File: config.mk
export PLATFORM = sky130hd
export DESIGN_NAME = core_apb_master_flat
export DESIGN_NICKNAME = d
export VERILOG_FILES = /design/src/rtl/core_apb_pkg.sv /design/src/rtl/core_apb_if.sv /design/src/rtl/core_apb_wdog.sv /design/src/rtl/core_apb_master.sv /design/src/flat_wrapper.sv
export SDC_FILE = /design/constraint.sdc
export NUM_CORES = 1
export LEC_CHECK = 0
export ABC_AREA = 1
export CELL_PAD_IN_SITES_DETAIL_PLACEMENT = 1
export CELL_PAD_IN_SITES_GLOBAL_PLACEMENT = 1
export CORE_AREA = 2 2 120 122
export CTS_BUF_LIST = sky130_fd_sc_hd__clkbuf_8
export DETAILED_ROUTE_END_ITERATION = 8
export DIE_AREA = 0 0 122 124
export PLACE_DENSITY_LB_ADDON = 0.1
export SYNTH_ARGS = -nofsm -noshare
export SYNTH_HDL_FRONTEND = slang
export SYNTH_SLANG_ARGS = --single-unit
File: constraint.sdc
create_clock -name PCLK -period 3.1 [get_ports PCLK]
set_input_delay 0.93 -clock PCLK [delete_from_list [all_inputs] [get_ports PCLK]]
set_output_delay 0.93 -clock PCLK [all_outputs]
set_load 0.02 [all_outputs]
File: src/rtl/core_apb_pkg.sv
// Shared types and constants for the APB3 command-to-bus master and its wait-state watchdog.
package core_apb_pkg;

    typedef enum logic [1:0] {
        IDLE   = 2'd0,
        SETUP  = 2'd1,
        ACCESS = 2'd2,
        RESP   = 2'd3
    } apbState_t;

    // Bus phase expressed as {PSEL, PENABLE}.
    typedef logic [1:0] apbPhase_t;
    localparam apbPhase_t APB_PHASE_IDLE   = 2'b00;
    localparam apbPhase_t APB_PHASE_SETUP  = 2'b10;
    localparam apbPhase_t APB_PHASE_ACCESS = 2'b11;

    localparam int TIMEOUT_DEFAULT = 16;
    localparam int WDOG_WIDTH      = 16;
    localparam logic [WDOG_WIDTH-1:0] WDOG_ONE = WDOG_WIDTH'(1);

endpackage

File: src/rtl/core_apb_if.sv
// Command/response handshake plus APB3 completer signals seen by the master core.
interface core_apb_if #(
    parameter int ADDR_WIDTH = 12
);
    logic                  CMDVALID;
    logic                  CMDREADY;
    logic [ADDR_WIDTH-1:0] CMDADDR;
    logic                  CMDWRITE;
    logic [31:0]           CMDWDATA;

    logic                  RSPVALID;
    logic                  RSPREADY;
    logic [31:0]           RSPRDATA;
    logic                  RSPERR;
    logic                  RSPTO;

    logic                  PSEL;
    logic                  PENABLE;
    logic                  PWRITE;
    logic [ADDR_WIDTH-1:0] PADDR;
    logic [31:0]           PWDATA;
    logic [31:0]           PRDATA;
    logic                  PREADY;
    logic                  PSLVERR;

    modport master (
        input  CMDVALID, CMDADDR, CMDWRITE, CMDWDATA, RSPREADY,
        input  PRDATA, PREADY, PSLVERR,
        output CMDREADY, RSPVALID, RSPRDATA, RSPERR, RSPTO,
        output PSEL, PENABLE, PWRITE, PADDR, PWDATA
    );

    modport slave (
        output CMDVALID, CMDADDR, CMDWRITE, CMDWDATA, RSPREADY,
        output PRDATA, PREADY, PSLVERR,
        input  CMDREADY, RSPVALID, RSPRDATA, RSPERR, RSPTO,
        input  PSEL, PENABLE, PWRITE, PADDR, PWDATA
    );

endinterface

File: src/rtl/core_apb_wdog.sv
// Saturating ACCESS wait-state counter; expired flags the wait cycle that reaches the limit.
module core_apb_wdog
    import core_apb_pkg::*;
(
    input  logic                  PCLK,
    input  logic                  PRESET,
    input  logic                  clear,
    input  logic                  countEn,
    input  logic [WDOG_WIDTH-1:0] limit,
    output logic                  expired
);

    logic [WDOG_WIDTH-1:0] waitCountReg;
    logic [WDOG_WIDTH:0]   countNext;

    // Expiry looks one count ahead so the limit-th wait cycle itself ends the transfer.
    assign countNext = {1'b0, waitCountReg} + (WDOG_WIDTH+1)'(1);
    assign expired   = countEn && (limit != '0) && (countNext >= {1'b0, limit});

    always_ff @(posedge PCLK) begin
        if (PRESET || clear) begin
            waitCountReg <= '0;
        end else if (countEn && (waitCountReg != '1)) begin
            waitCountReg <= waitCountReg + WDOG_ONE;
        end
    end

endmodule

File: src/rtl/core_apb_master.sv
// Single-outstanding APB3 master: accepts one command, runs SETUP/ACCESS, returns a response.
module core_apb_master
    import core_apb_pkg::*;
#(
    parameter int ADDR_WIDTH = 12,
    parameter int TIMEOUT    = TIMEOUT_DEFAULT
) (
    input  logic       PCLK,
    input  logic       PRESET,
    core_apb_if.master bus
);

    localparam logic [WDOG_WIDTH-1:0] WAIT_LIMIT = WDOG_WIDTH'(TIMEOUT);

    apbState_t             stateReg;
    apbPhase_t             phaseReg;
    logic [ADDR_WIDTH-1:0] pAddrReg;
    logic                  pWriteReg;
    logic [31:0]           pWdataReg;
    logic                  rspValidReg;
    logic [31:0]           rspRdataReg;
    logic                  rspErrReg;
    logic                  rspToReg;
    logic                  wdogExpired;

    core_apb_wdog wdog (
        .PCLK    (PCLK),
        .PRESET  (PRESET),
        .clear   (stateReg == SETUP),
        .countEn ((stateReg == ACCESS) && !bus.PREADY),
        .limit   (WAIT_LIMIT),
        .expired (wdogExpired)
    );

    // Gated by reset so no command can be taken while reset is asserted.
    assign bus.CMDREADY = (stateReg == IDLE) && !PRESET;
    assign bus.PSEL     = phaseReg[1];
    assign bus.PENABLE  = phaseReg[0];
    assign bus.PADDR    = pAddrReg;
    assign bus.PWRITE   = pWriteReg;
    assign bus.PWDATA   = pWdataReg;
    assign bus.RSPVALID = rspValidReg;
    assign bus.RSPRDATA = rspRdataReg;
    assign bus.RSPERR   = rspErrReg;
    assign bus.RSPTO    = rspToReg;

    always_ff @(posedge PCLK) begin
        if (PRESET) begin
            stateReg    <= IDLE;
            phaseReg    <= APB_PHASE_IDLE;
            pAddrReg    <= '0;
            pWriteReg   <= 1'b0;
            pWdataReg   <= '0;
            rspValidReg <= 1'b0;
            rspRdataReg <= '0;
            rspErrReg   <= 1'b0;
            rspToReg    <= 1'b0;
        end else begin
            case (stateReg)
                IDLE: begin
                    // Bus address/data only move here, so they hold while PSEL is low.
                    if (bus.CMDVALID) begin
                        pAddrReg  <= bus.CMDADDR;
                        pWriteReg <= bus.CMDWRITE;
                        pWdataReg <= bus.CMDWDATA;
                        phaseReg  <= APB_PHASE_SETUP;
                        stateReg  <= SETUP;
                    end
                end
                SETUP: begin
                    phaseReg <= APB_PHASE_ACCESS;
                    stateReg <= ACCESS;
                end
                ACCESS: begin
                    // PREADY is tested first so a completion on the limit cycle wins.
                    if (bus.PREADY) begin
                        rspRdataReg <= pWriteReg ? 32'h0 : bus.PRDATA;
                        rspErrReg   <= bus.PSLVERR;
                        rspToReg    <= 1'b0;
                        rspValidReg <= 1'b1;
                        phaseReg    <= APB_PHASE_IDLE;
                        stateReg    <= RESP;
                    end else if (wdogExpired) begin
                        rspRdataReg <= 32'h0;
                        rspErrReg   <= 1'b1;
                        rspToReg    <= 1'b1;
                        rspValidReg <= 1'b1;
                        phaseReg    <= APB_PHASE_IDLE;
                        stateReg    <= RESP;
                    end
                end
                RESP: begin
                    if (bus.RSPREADY) begin
                        rspValidReg <= 1'b0;
                        stateReg    <= IDLE;
                    end
                end
                default: begin
                    phaseReg <= APB_PHASE_IDLE;
                    stateReg <= IDLE;
                end
            endcase
        end
    end

endmodule

File: src/flat_wrapper.sv
// flat-port wrapper written by rule: the top's interface ports become plain ports
module core_apb_master_flat import core_apb_pkg::*;
#(
    parameter int ADDR_WIDTH = 12,
    parameter int TIMEOUT    = TIMEOUT_DEFAULT
)
  (PCLK, PRESET, bus_CMDVALID, bus_CMDADDR, bus_CMDWRITE, bus_CMDWDATA, bus_RSPREADY, bus_PRDATA, bus_PREADY, bus_PSLVERR, bus_CMDREADY, bus_RSPVALID, bus_RSPRDATA, bus_RSPERR, bus_RSPTO, bus_PSEL, bus_PENABLE, bus_PWRITE, bus_PADDR, bus_PWDATA);
  core_apb_if #(.ADDR_WIDTH(ADDR_WIDTH)) bus_i ();
  input  logic PCLK;
  input  logic PRESET;
  input wire logic [$bits(bus_i.CMDVALID)-1:0] bus_CMDVALID;
  input wire logic [$bits(bus_i.CMDADDR)-1:0] bus_CMDADDR;
  input wire logic [$bits(bus_i.CMDWRITE)-1:0] bus_CMDWRITE;
  input wire logic [$bits(bus_i.CMDWDATA)-1:0] bus_CMDWDATA;
  input wire logic [$bits(bus_i.RSPREADY)-1:0] bus_RSPREADY;
  input wire logic [$bits(bus_i.PRDATA)-1:0] bus_PRDATA;
  input wire logic [$bits(bus_i.PREADY)-1:0] bus_PREADY;
  input wire logic [$bits(bus_i.PSLVERR)-1:0] bus_PSLVERR;
  output wire logic [$bits(bus_i.CMDREADY)-1:0] bus_CMDREADY;
  output wire logic [$bits(bus_i.RSPVALID)-1:0] bus_RSPVALID;
  output wire logic [$bits(bus_i.RSPRDATA)-1:0] bus_RSPRDATA;
  output wire logic [$bits(bus_i.RSPERR)-1:0] bus_RSPERR;
  output wire logic [$bits(bus_i.RSPTO)-1:0] bus_RSPTO;
  output wire logic [$bits(bus_i.PSEL)-1:0] bus_PSEL;
  output wire logic [$bits(bus_i.PENABLE)-1:0] bus_PENABLE;
  output wire logic [$bits(bus_i.PWRITE)-1:0] bus_PWRITE;
  output wire logic [$bits(bus_i.PADDR)-1:0] bus_PADDR;
  output wire logic [$bits(bus_i.PWDATA)-1:0] bus_PWDATA;
  assign bus_i.CMDVALID = bus_CMDVALID;
  assign bus_i.CMDADDR = bus_CMDADDR;
  assign bus_i.CMDWRITE = bus_CMDWRITE;
  assign bus_i.CMDWDATA = bus_CMDWDATA;
  assign bus_i.RSPREADY = bus_RSPREADY;
  assign bus_i.PRDATA = bus_PRDATA;
  assign bus_i.PREADY = bus_PREADY;
  assign bus_i.PSLVERR = bus_PSLVERR;
  assign bus_CMDREADY = bus_i.CMDREADY;
  assign bus_RSPVALID = bus_i.RSPVALID;
  assign bus_RSPRDATA = bus_i.RSPRDATA;
  assign bus_RSPERR = bus_i.RSPERR;
  assign bus_RSPTO = bus_i.RSPTO;
  assign bus_PSEL = bus_i.PSEL;
  assign bus_PENABLE = bus_i.PENABLE;
  assign bus_PWRITE = bus_i.PWRITE;
  assign bus_PADDR = bus_i.PADDR;
  assign bus_PWDATA = bus_i.PWDATA;
  core_apb_master #(.ADDR_WIDTH(ADDR_WIDTH), .TIMEOUT(TIMEOUT)) u_core (.PCLK(PCLK), .PRESET(PRESET), .bus(bus_i));
endmodule
==> run metrics, run 1 <==
Setup Crit Path Kind input port to output pin; average size of a mapped cell 7.14 um2; CTS tree yes; WL/cell approximately 15 um; WP buf/inv 2; r2r setup slk 0.74 ns; Worst path max stage delay 0.61 ns; Clock Sinks 100; Resized cells post-CTS 0; dpl hpwl 10500 um; Pre-antenna DRT Iters 4; Final Max Slew Viols 0; fraction of layout cells with a size suffix above 1 0.0817; core area 13700 um2; largest net degree at the start of global routing 68; Max transition margin 0.623; Setup Fix Bufs, Post-CTS 0; gr usage total 0.193; Final ANT Viol Nets 0; YS warnings 0; # hold bufs at CTS 0; Post-route DRC 0; top_reg_cell synth dfxtp_1; syn_nets about 760; Worst VDD drop around 0.35 mV; startpoint types input port; Vias per Instance 4.77; crit-path max FO 2; DR WL met2 7090 um; Final nets 907; fin cells 1000; Critical-path top delay cell clkdlybuf4s50_1; Async SR Flop Fraction 0; Die X 122 um; clock slew at reported path FFs around 0.10 ns; Max clock buf depth 2; via count 4767; Hold Fails Final Rpt 0; sequential element share of the synthesized area 0.422; clock root buffer clkbuf_8; total I/O pin count 166; Layout area overhead 43.0%; initial drt markers 194; Max-Cap Viols 0; status finished, final reports clean; Highest Signal Layer met4; Cells after DPL 984; worst hold path type flop to flop; CP Cell Sequence clkdlybuf4s50_1 -> nor2_1 -> clkdlybuf4s50_1; met3 routed WL 1110 um; Final min period 3.02 ns; Initial Utilization 0.346; Power Total ~5.7 mW; Worst Setup End Kind output pin; Req. time, crit path 2.17 ns; Tightest Pin Transition 0.564 ns; CP dominant cell by count clkdlybuf4s50_1; Post-synth EDFFs 0; Synth top area share 0.422; Tcrit/Tclk final 0.974; final setup fails 0; max frequency between 300 and 400 MHz; final setup TNS 0 ns; synthesized area 4740 um2; final WL 14600 um; GP Congestion between 0.7 and 0.8; die height between 100 and 150 um; Worst Skew 0.00758 ns; vias in the first global route 4766; CTS buffer count 9; die area 15100 um2; Layout Utilization 0.494; RSZ-0062 raised after global routing false; Leak Pwr 2.92 nW; grt total ovfl 0; power density over cell area roughly 850 nW/um2; largest cells by area after synthesis dfxtp_1 42%, nor2_1 14%, nand2_1 6.7%, o21ai_0 6.5%, nand3b_1 5.1%; initial antenna violation count 0; delay-heaviest family, CP buffers and inverters; first-pass GRT wire length 23100 um; Crit path arrival time 2.09 ns; Mapped Cells around 660; top cell type by total area after synthesis dfxtp_1; IO Port Bufs 165; Cell Rows 43; Yosys cell types 32; H-tree levels 3; diode count 0; worst-case hold slack 0.466 ns; Met1 Wirelength about 6100 um; clk_lat worst skew 0.38 ns; flops & latches, synth 100
[flip-flops by register name, summed over array words and instances, names as in the netlist]
name and flops:
u_core.bus.PADDR 12, u_core.bus.PWDATA 32, u_core.bus.PWRITE 1, u_core.bus.RSPERR 1, u_core.bus.RSPRDATA 32, u_core.bus.RSPTO 1
u_core.bus.RSPVALID 1, u_core.phaseReg 2, u_core.stateReg 2, u_core.wdog.waitCountReg 16
[synthesized netlist by cell type (3+ instances only)]
master	count
a21oi_1	34
a21oi_2	17
buf_2	5
buf_6	3
clkbuf_1	26
dfxtp_1	100
ha_1	9
inv_1	60
nand2_1	85
nand2_2	3
nand3_1	16
nand3b_1	32
nand4_1	5
nor2_1	176
nor2_2	4
nor2_4	6
o21ai_0	62
[per-layer routing]
layer	global-route usage	up-vias
li1	-	2401
met1	0.220	2247
met2	0.328	102
met3	0.0746	17
met4	0.0747	0
met5	0	-
[cells in the final DEF, fill, tap and decap left out, types with 6 or more instances in the layout]
cell,netlist,final
nor2_1,176,176
a21oi_1,34,34
clkbuf_8,0,9
ha_1,9,9
buf_4,0,10
nor2_4,6,6
o21ai_0,62,62
clkdlybuf4s50_1,0,165
nand3b_1,32,32
nand2_1,85,84
a21oi_2,17,17
inv_1,60,60
dfxtp_1,100,100
nand3_1,16,16
[worst reg2reg max path, stage by stage (launching register included)]
cell and delay (ns):
dfxtp_1 0.43, ha_1 0.25, nand3_1 0.17, nor2_4 0.18, nand3_1 0.09, nand2_1 0.07, nand2_1 0.07, inv_1 0.06
nand2_1 0.06, nor2_2 0.13, nand3_2 0.08, nand2_2 0.09, buf_12 0.30, nand2_1 0.10, o21ai_0 0.15, inv_1 0.05
[logic make-up after synthesis]
kind of cell | synth area share
and+or+nand+nor | 0.315
adders and majority gates | 0.0238
DFF | 0.422
xor gates and xnor gates | 0.00370
buffers and inverters | 0.0929
AOI/OAI and AO/OA | 0.143
[final timing paths]
kind	startpoint	to	depth (start not counted)
worst max-delay path	PRESET	bus_CMDREADY	3
worst min-delay path	u_core.bus.RSPVALID$_SDFFE_PP0P_	u_core.bus.RSPVALID$_SDFFE_PP0P_	2
worst max register to register	u_core.wdog.waitCountReg[0]$_SDFFE_PP0P_	u_core.bus.RSPERR$_SDFFE_PP0P_	15
worst min register to register	u_core.bus.RSPVALID$_SDFFE_PP0P_	u_core.bus.RSPVALID$_SDFFE_PP0P_	2
[report_power, final]
group          switching [mW]  internal, mW  leakage (nW)  total, mW
combinational            1.55          1.23          1.98       2.78
sequential              0.232          1.68         0.820       1.92
clock                   0.498         0.542         0.124       1.04
[cell type report]
type | count | area (um2)
fill | 1730 | 6940
multi-input combinational | 463 | 2300
sequential | 100 | 2000
timing repair buffer | 177 | 1770
inverter | 64 | 240
tap | 180 | 225
clock buffer | 9 | 124
clock inverter | 7 | 121
[through the flow]
step / area, um2 / setup WS [ns]
final: 6780 / 0.0804
after global routing: 6780 / 0.0202
after CTS: 6780 / 0.0798
after detailed placement: 6540 / 0.0863
after global placement: 6540 / 0.0965
after floorplan: 4740 / 0.947
No activity file was read; power rests on OpenSTA's default activity.
==> run 2, diff against run 1 <==
PLACE_DENSITY = 0.87   (was default)
PLACE_DENSITY_LB_ADDON = default   (was 0.1)
==> run 2 against run 1 <==
Worst setup slack worse by 0.0043 ns. Critical path type unchanged. First-iteration DRC count is 7.7% lower. Clock skew is 0.0047 ns higher. Maximum frequency is 0.14% lower.
==> run metrics, run 2 (synthesis gave the netlist of run 1 again) <==
crit-path max FO 2 (unchanged); Max clock buf depth 2 (unchanged); Tcrit/Tclk final 0.975 (was 0.974); Max-Cap Viols 0 (unchanged); Max transition margin 0.694 (was 0.623); delay-heaviest family, CP buffers and inverters (unchanged); Final nets 909 (was 907); final setup TNS 0 ns (unchanged); Setup Crit Path Kind input port to output pin (unchanged); fraction of layout cells with a size suffix above 1 0.0827 (was 0.0817); # hold bufs at CTS 0 (unchanged); Cells after DPL 986 (was 984); Resized cells post-CTS 0 (unchanged); PnR worst setup slack 0.0761 ns (was 0.0804 ns); Vias per Instance 4.84 (was 4.77); CP Cell Sequence clkdlybuf4s50_1 -> nor2_1 -> clkdlybuf4s50_1 (unchanged); Layout Utilization 0.494 (about the same); Power Total 5.69 mW (was 5.73 mW); met3 routed WL 1350 um (was 1110 um); CP dominant cell by count clkdlybuf4s50_1 (unchanged); largest net degree at the start of global routing 53 (was 68); first-pass GRT wire length 23700 um (was 23100 um); Reg-to-Reg Start u_core.wdog.waitCountReg[0]$_SDFFE_PP0P_ (unchanged); commonest non-fill, non-tap cell in the layout nor2_1 (unchanged); Final Max Slew Viols 0 (unchanged); via count 4847 (was 4767); DP Worst Slack 0.0434 ns (was 0.0863 ns); initial drt markers 179 (was 194); Pre-antenna DRT Iters 4 (unchanged); Met1 Wirelength 5760 um (was 6080 um); Crit path arrival time 2.09 ns (about the same); DR WL met2 7280 um (was 7090 um); Post-route DRC 0 (unchanged); startpoint types input port (unchanged); gr usage total 0.196 (was 0.193); worst-case hold slack 0.461 ns (was 0.466 ns); CTS buffer count 9 (unchanged); total I/O pin count 166 (unchanged); status finished, final reports clean (unchanged); fin cells 1002 (was 1000); worst hold path type flop to flop (unchanged); initial antenna violation count 1 (was 0); Final min period 3.02 ns (about the same); CTS tree yes (unchanged); Cell Rows 43 (unchanged); die height 124 um (unchanged); core area 13700 um2 (unchanged); RSZ-0062 raised after global routing false (unchanged); power density over cell area 838 nW/um2 (was 846 nW/um2); Clock Sinks 100 (unchanged); final setup fails 0 (unchanged); H-tree levels 3 (unchanged); GP Congestion 0.866 (was 0.790); Hold Fails Final Rpt 0 (unchanged); Layout area overhead 43.1% (was 43.0%); Worst VDD drop 0.352 mV (was 0.346 mV); Highest Signal Layer met5 (was met4); WP buf/inv 2 (unchanged); IO Port Bufs 165 (unchanged); clock root buffer clkbuf_8 (unchanged); vias in the first global route 5085 (was 4766); die area 15100 um2 (unchanged); area of the multi-input gates 2300 um2 (unchanged); Final ANT Viol Nets 0 (unchanged); Critical-path top delay cell clkdlybuf4s50_1 (unchanged); Tightest Pin Transition 0.458 ns (was 0.564 ns); clock slew at reported path FFs 0.10 ns (about the same); most frequent cells in the layout 176 x nor2_1, 165 x clkdlybuf4s50_1, 100 x dfxtp_1 (unchanged); hold path start u_core.bus.RSPTO$_SDFFE_PP0P_ (was u_core.bus.RSPVALID$_SDFFE_PP0P_); Worst Setup End Kind output pin (unchanged); crit path from PRESET (unchanged); Setup Fix Bufs, Post-CTS 0 (unchanged); final WL 14700 um (was 14600 um); Worst path max stage delay 0.64 ns (was 0.61 ns); Die X 122 um (unchanged); Initial Utilization 0.346 (unchanged); Req. time, crit path 2.17 ns (about the same); Placed Area 6550 um2 (was 6540 um2); Fill cells 1693 (was 1730); Leak Pwr 2.93 nW (was 2.92 nW); sequential cell area 2000 um2 (unchanged); Worst Skew 0.0123 ns (was 0.00758 ns); WL/cell 14.6 um (about the same); max frequency 331 MHz (about the same); clk_lat worst skew 0.38 ns (about the same); grt total ovfl 0 (unchanged); dpl hpwl 11000 um (was 10500 um); design area 6780 um2 (about the same); diode count 0 (unchanged)
run 2: cell types whose count changed in the layout (fill, tap and decap cells not counted), sizes merged:
cell    before  now
buf         12   14
clkbuf       9   11
clkinv       3    1
bufinv       3    2
inv         65   66
run 2: metal layers:
metal | global-route usage | up-vias
li1 | - | 2401
met1 | 0.198 | 2287
met2 | 0.360 | 133
met3 | 0.0865 | 24
met4 | 0.0668 | 2
met5 | 0 | -
run 2: final timing paths:
check / slack [ns] / endpoint / cells past startpoint
max: 0.08 / bus_CMDREADY / 3
min: 0.46 / u_core.bus.RSPTO$_SDFFE_PP0P_ / 2
max reg2reg: 0.59 / u_core.bus.RSPRDATA[20]$_SDFFE_PP0P_ / 15
min reg2reg: 0.46 / u_core.bus.RSPTO$_SDFFE_PP0P_ / 2
run 2: power by group:
group / switching [mW] / total [mW] / internal, mW
clock: 0.468 / 0.970 / 0.502
sequential: 0.239 / 1.92 / 1.69
combinational: 1.56 / 2.79 / 1.23
run 2: layout make-up:
cell class                 instances  area share
clock buffer                      11      0.0223
clock inverter                     5      0.0120
inverter                          64      0.0354
multi-input combinational        463       0.339
sequential                       100       0.295
tap                              180      0.0332
timing repair buffer             179       0.263
run 2: worst min-delay path, stage by stage, from the launching register on:
cell     delay, ns
dfxtp_1       0.32
inv_1         0.05
a21oi_1       0.05
==> run 3, diff against run 2 <==
ABC_AREA = default   (was 1)
CORE_AREA = 2 2 111 113   (was 2 2 120 122)
DIE_AREA = 0 0 113 115   (was 0 0 122 124)
==> run 3 against run 2 <==
The run now ends with design-rule violations left. Die area down 14%. Flip-flop and latch count stayed put. Global-route usage decreased by 0.23 points. Critical path depth rose by 1. Sequential share of layout area up 3.7 points. Combinational power decreased by 57%. Hold slack about the same. Clock skew increased by 0.0027 ns. First-iteration DRC count decreased by 10%. Critical endpoint unchanged.
==> run metrics, run 3 <==
status complete, but fails checks (was finished, final reports clean); failing checks design-rule violations; average size of a mapped cell 9.19 um2 (was 7.14 um2); YS warnings 0 (unchanged); Worst Setup End Kind output pin (unchanged); Post-route DRC 14 (was 0); Critical-path top delay cell clkdlybuf4s50_1 (unchanged); Worst VDD drop 0.232 mV (was 0.352 mV); core area 11800 um2 (was 13700 um2); Resized cells post-CTS 0 (unchanged); Cells after DPL 728 (was 986); flops & latches, synth 100 (unchanged); Post-synth EDFFs 0 (unchanged); via count 3807 (was 4847); max frequency 357 MHz (was 331 MHz); sequential element share of the synthesized area 0.497 (was 0.422); clock slew at reported path FFs 0.09 ns (was 0.10 ns); WL/cell 16.8 um (was 14.6 um); top_reg_cell synth dfxtp_1 (unchanged); sequential cell area 2000 um2 (unchanged); DP Worst Slack 0.339 ns (was 0.0434 ns); Async SR Flop Fraction 0 (unchanged); gr usage total 0.194 (was 0.196); largest cells by area after synthesis dfxtp_1 50%, nand2_1 9.7%, a32o_2 8.1%, a21oi_1 6.0%, ha_1 2.8% (was dfxtp_1 42%, nor2_1 14%, nand2_1 6.7%, o21ai_0 6.5%, nand3b_1 5.1%); dpl hpwl 9200 um (was 11000 um); largest net degree at the start of global routing 54 (was 53); Mapped Cells 438 (was 664); final setup fails 0 (unchanged); Hold Fails Final Rpt 0 (unchanged); commonest non-fill, non-tap cell in the layout clkdlybuf4s50_1 (was nor2_1); synthesized area 4030 um2 (was 4740 um2); Placed Area 5780 um2 (was 6550 um2); CP Cell Sequence inv_1 -> ha_1 -> nor2b_1 -> clkdlybuf4s50_1 (was clkdlybuf4s50_1 -> nor2_1 -> clkdlybuf4s50_1); Max-Cap Viols 0 (unchanged); final WL 12500 um (was 14700 um); Setup Crit Path Kind flop to output pin (was input port to output pin); startpoint types flop (was input port); crit-path max FO 5 (was 2); Tcrit/Tclk final 0.905 (was 0.975); Worst path max stage delay 0.64 ns (about the same); first-pass GRT wire length 20200 um (was 23700 um); Die X 113 um (was 122 um); Max clock buf depth 2 (unchanged); Layout Utilization 0.511 (was 0.494); area of the multi-input gates 1850 um2 (was 2300 um2); worst hold path type flop to flop (unchanged); H-tree levels 3 (unchanged); GP Congestion 0.821 (was 0.866); design area 6030 um2 (was 6780 um2); Req. time, crit path 2.17 ns (about the same); syn_nets 530 (was 756); die area 13000 um2 (was 15100 um2); Final min period 2.80 ns (was 3.02 ns); RSZ-0062 raised after global routing false (unchanged); met3 routed WL 1080 um (was 1350 um); Met1 Wirelength 4880 um (was 5760 um); clock root buffer clkbuf_8 (unchanged); final setup TNS 0 ns (unchanged); CTS buffer count 9 (unchanged); power density over cell area 627 nW/um2 (was 838 nW/um2); Layout area overhead 49.9% (was 43.1%); clk_lat worst skew 0.38 ns (about the same); Clock Sinks 100 (unchanged); Synth top area share 0.497 (was 0.422); Crit path arrival time 1.87 ns (was 2.09 ns); Setup Fix Bufs, Post-CTS 0 (unchanged); IO Port Bufs 165 (unchanged); most frequent cell after synthesis nand2_1 (was nor2_1); PnR worst setup slack 0.296 ns (was 0.0761 ns); die height 115 um (was 124 um); worst-case hold slack 0.461 ns (about the same); total I/O pin count 166 (unchanged); Pre-antenna DRT Iters 7 (was 4); Max transition margin 0.568 (was 0.694); Yosys cell types 44 (was 32); # hold bufs at CTS 0 (unchanged); initial antenna violation count 0 (was 1); Final Max Slew Viols 0 (unchanged); initial drt markers 161 (was 179); top cell type by total area after synthesis dfxtp_1 (unchanged); Cell Rows 40 (was 43); Final nets 684 (was 909); fraction of layout cells with a size suffix above 1 0.116 (was 0.0827); Power Total 3.78 mW (was 5.69 mW); diode count 0 (unchanged); grt total ovfl 0 (unchanged); fin cells 744 (was 1002); Initial Utilization 0.341 (was 0.346); Tightest Pin Transition 0.646 ns (was 0.458 ns); Leak Pwr 2.38 nW (was 2.93 nW); vias in the first global route 4134 (was 5085); Worst Skew 0.0150 ns (was 0.0123 ns); CTS tree yes (unchanged); Highest Signal Layer met4 (was met5); most frequent cells in the layout 164 x clkdlybuf4s50_1, 104 x nand2_1, 100 x dfxtp_1 (was 176 x nor2_1, 165 x clkdlybuf4s50_1, 100 x dfxtp_1); Fill cells 1348 (was 1693); Final ANT Viol Nets 0 (unchanged); DR WL met2 6270 um (was 7280 um); Vias per Instance 5.12 (was 4.84); top cells by count, synth 104 x nand2_1, 100 x dfxtp_1, 48 x a21oi_1 (was 176 x nor2_1, 100 x dfxtp_1, 85 x nand2_1)
-- run 3: cell count changes after synthesis, sizes merged, moves of 5 or more --
| cell | before | now |
|---|---|---|
| mux2i | 0 | 5 |
| o21ai | 65 | 7 |
| nand2 | 89 | 104 |
| buf | 11 | 6 |
| and3 | 0 | 5 |
| inv | 62 | 6 |
| nor2 | 186 | 19 |
| nand3 | 18 | 7 |
| xor2 | 1 | 12 |
| a32o | 0 | 32 |
| nand3b | 32 | 0 |
-- run 3: path summary, 6_finish.rpt --
check	from	endpoint	slack, ns	cells past startpoint
setup / recovery	u_core.stateReg[0]$_SDFFE_PP0P_	bus_CMDREADY	0.30	4
hold / removal	u_core.bus.PWDATA[6]$_SDFFE_PP0P_	u_core.bus.PWDATA[6]$_SDFFE_PP0P_	0.46	2
setup reg to reg	u_core.wdog.waitCountReg[0]$_SDFFE_PP0P_	u_core.bus.RSPRDATA[30]$_SDFFE_PP0P_	0.51	8
hold reg to reg	u_core.bus.PWDATA[6]$_SDFFE_PP0P_	u_core.bus.PWDATA[6]$_SDFFE_PP0P_	0.46	2
-- run 3: critical path, delay by kind of cell (launching register included) --
| family | cells | cell delay (ns) |
|---|---|---|
| fa+ha+maj | 1 | 0.22 |
| simple gates | 1 | 0.14 |
| buf+inv | 2 | 0.78 |
| flops | 1 | 0.36 |
-- run 3: power breakdown --
part	leakage [nW]	switching, mW	internal, mW	total (mW)
registers	0.814	0.108	1.46	1.57
logic	1.44	0.642	0.553	1.19
clock network	0.128	0.456	0.560	1.02
total	2.38	1.21	2.57	3.78
-- run 3: layout make-up --
| class | count | area share |
|---|---|---|
| repair buffers | 175 | 0.285 |
| clock buffers | 10 | 0.0228 |
| clock inverters | 6 | 0.0185 |
| well taps | 147 | 0.0305 |
| multi-input cells | 300 | 0.307 |
| inverters | 6 | 0.00373 |
| flip-flops and latches | 100 | 0.332 |
-- run 3: kinds of logic (layout without fill, tap and decap cells) --
family / after synthesis / count (layout) / synth area share
AND/OR/NAND/NOR: 167 / 167 / 0.188
AO/OA/AOI/OAI: 102 / 102 / 0.193
flip-flops: 100 / 100 / 0.497
buffers and inverters: 38 / 197 / 0.0432
XOR/XNOR: 15 / 15 / 0.0326
adder cells (fa/ha/maj): 9 / 9 / 0.0280
multiplexers: 7 / 7 / 0.0180
-- run 3: metal layers --
layer	vias to the layer above	GRT usage
li1	1842	-
met1	1808	0.208
met2	138	0.350
met3	19	0.0601
met4	0	0.0894
met5	-	0
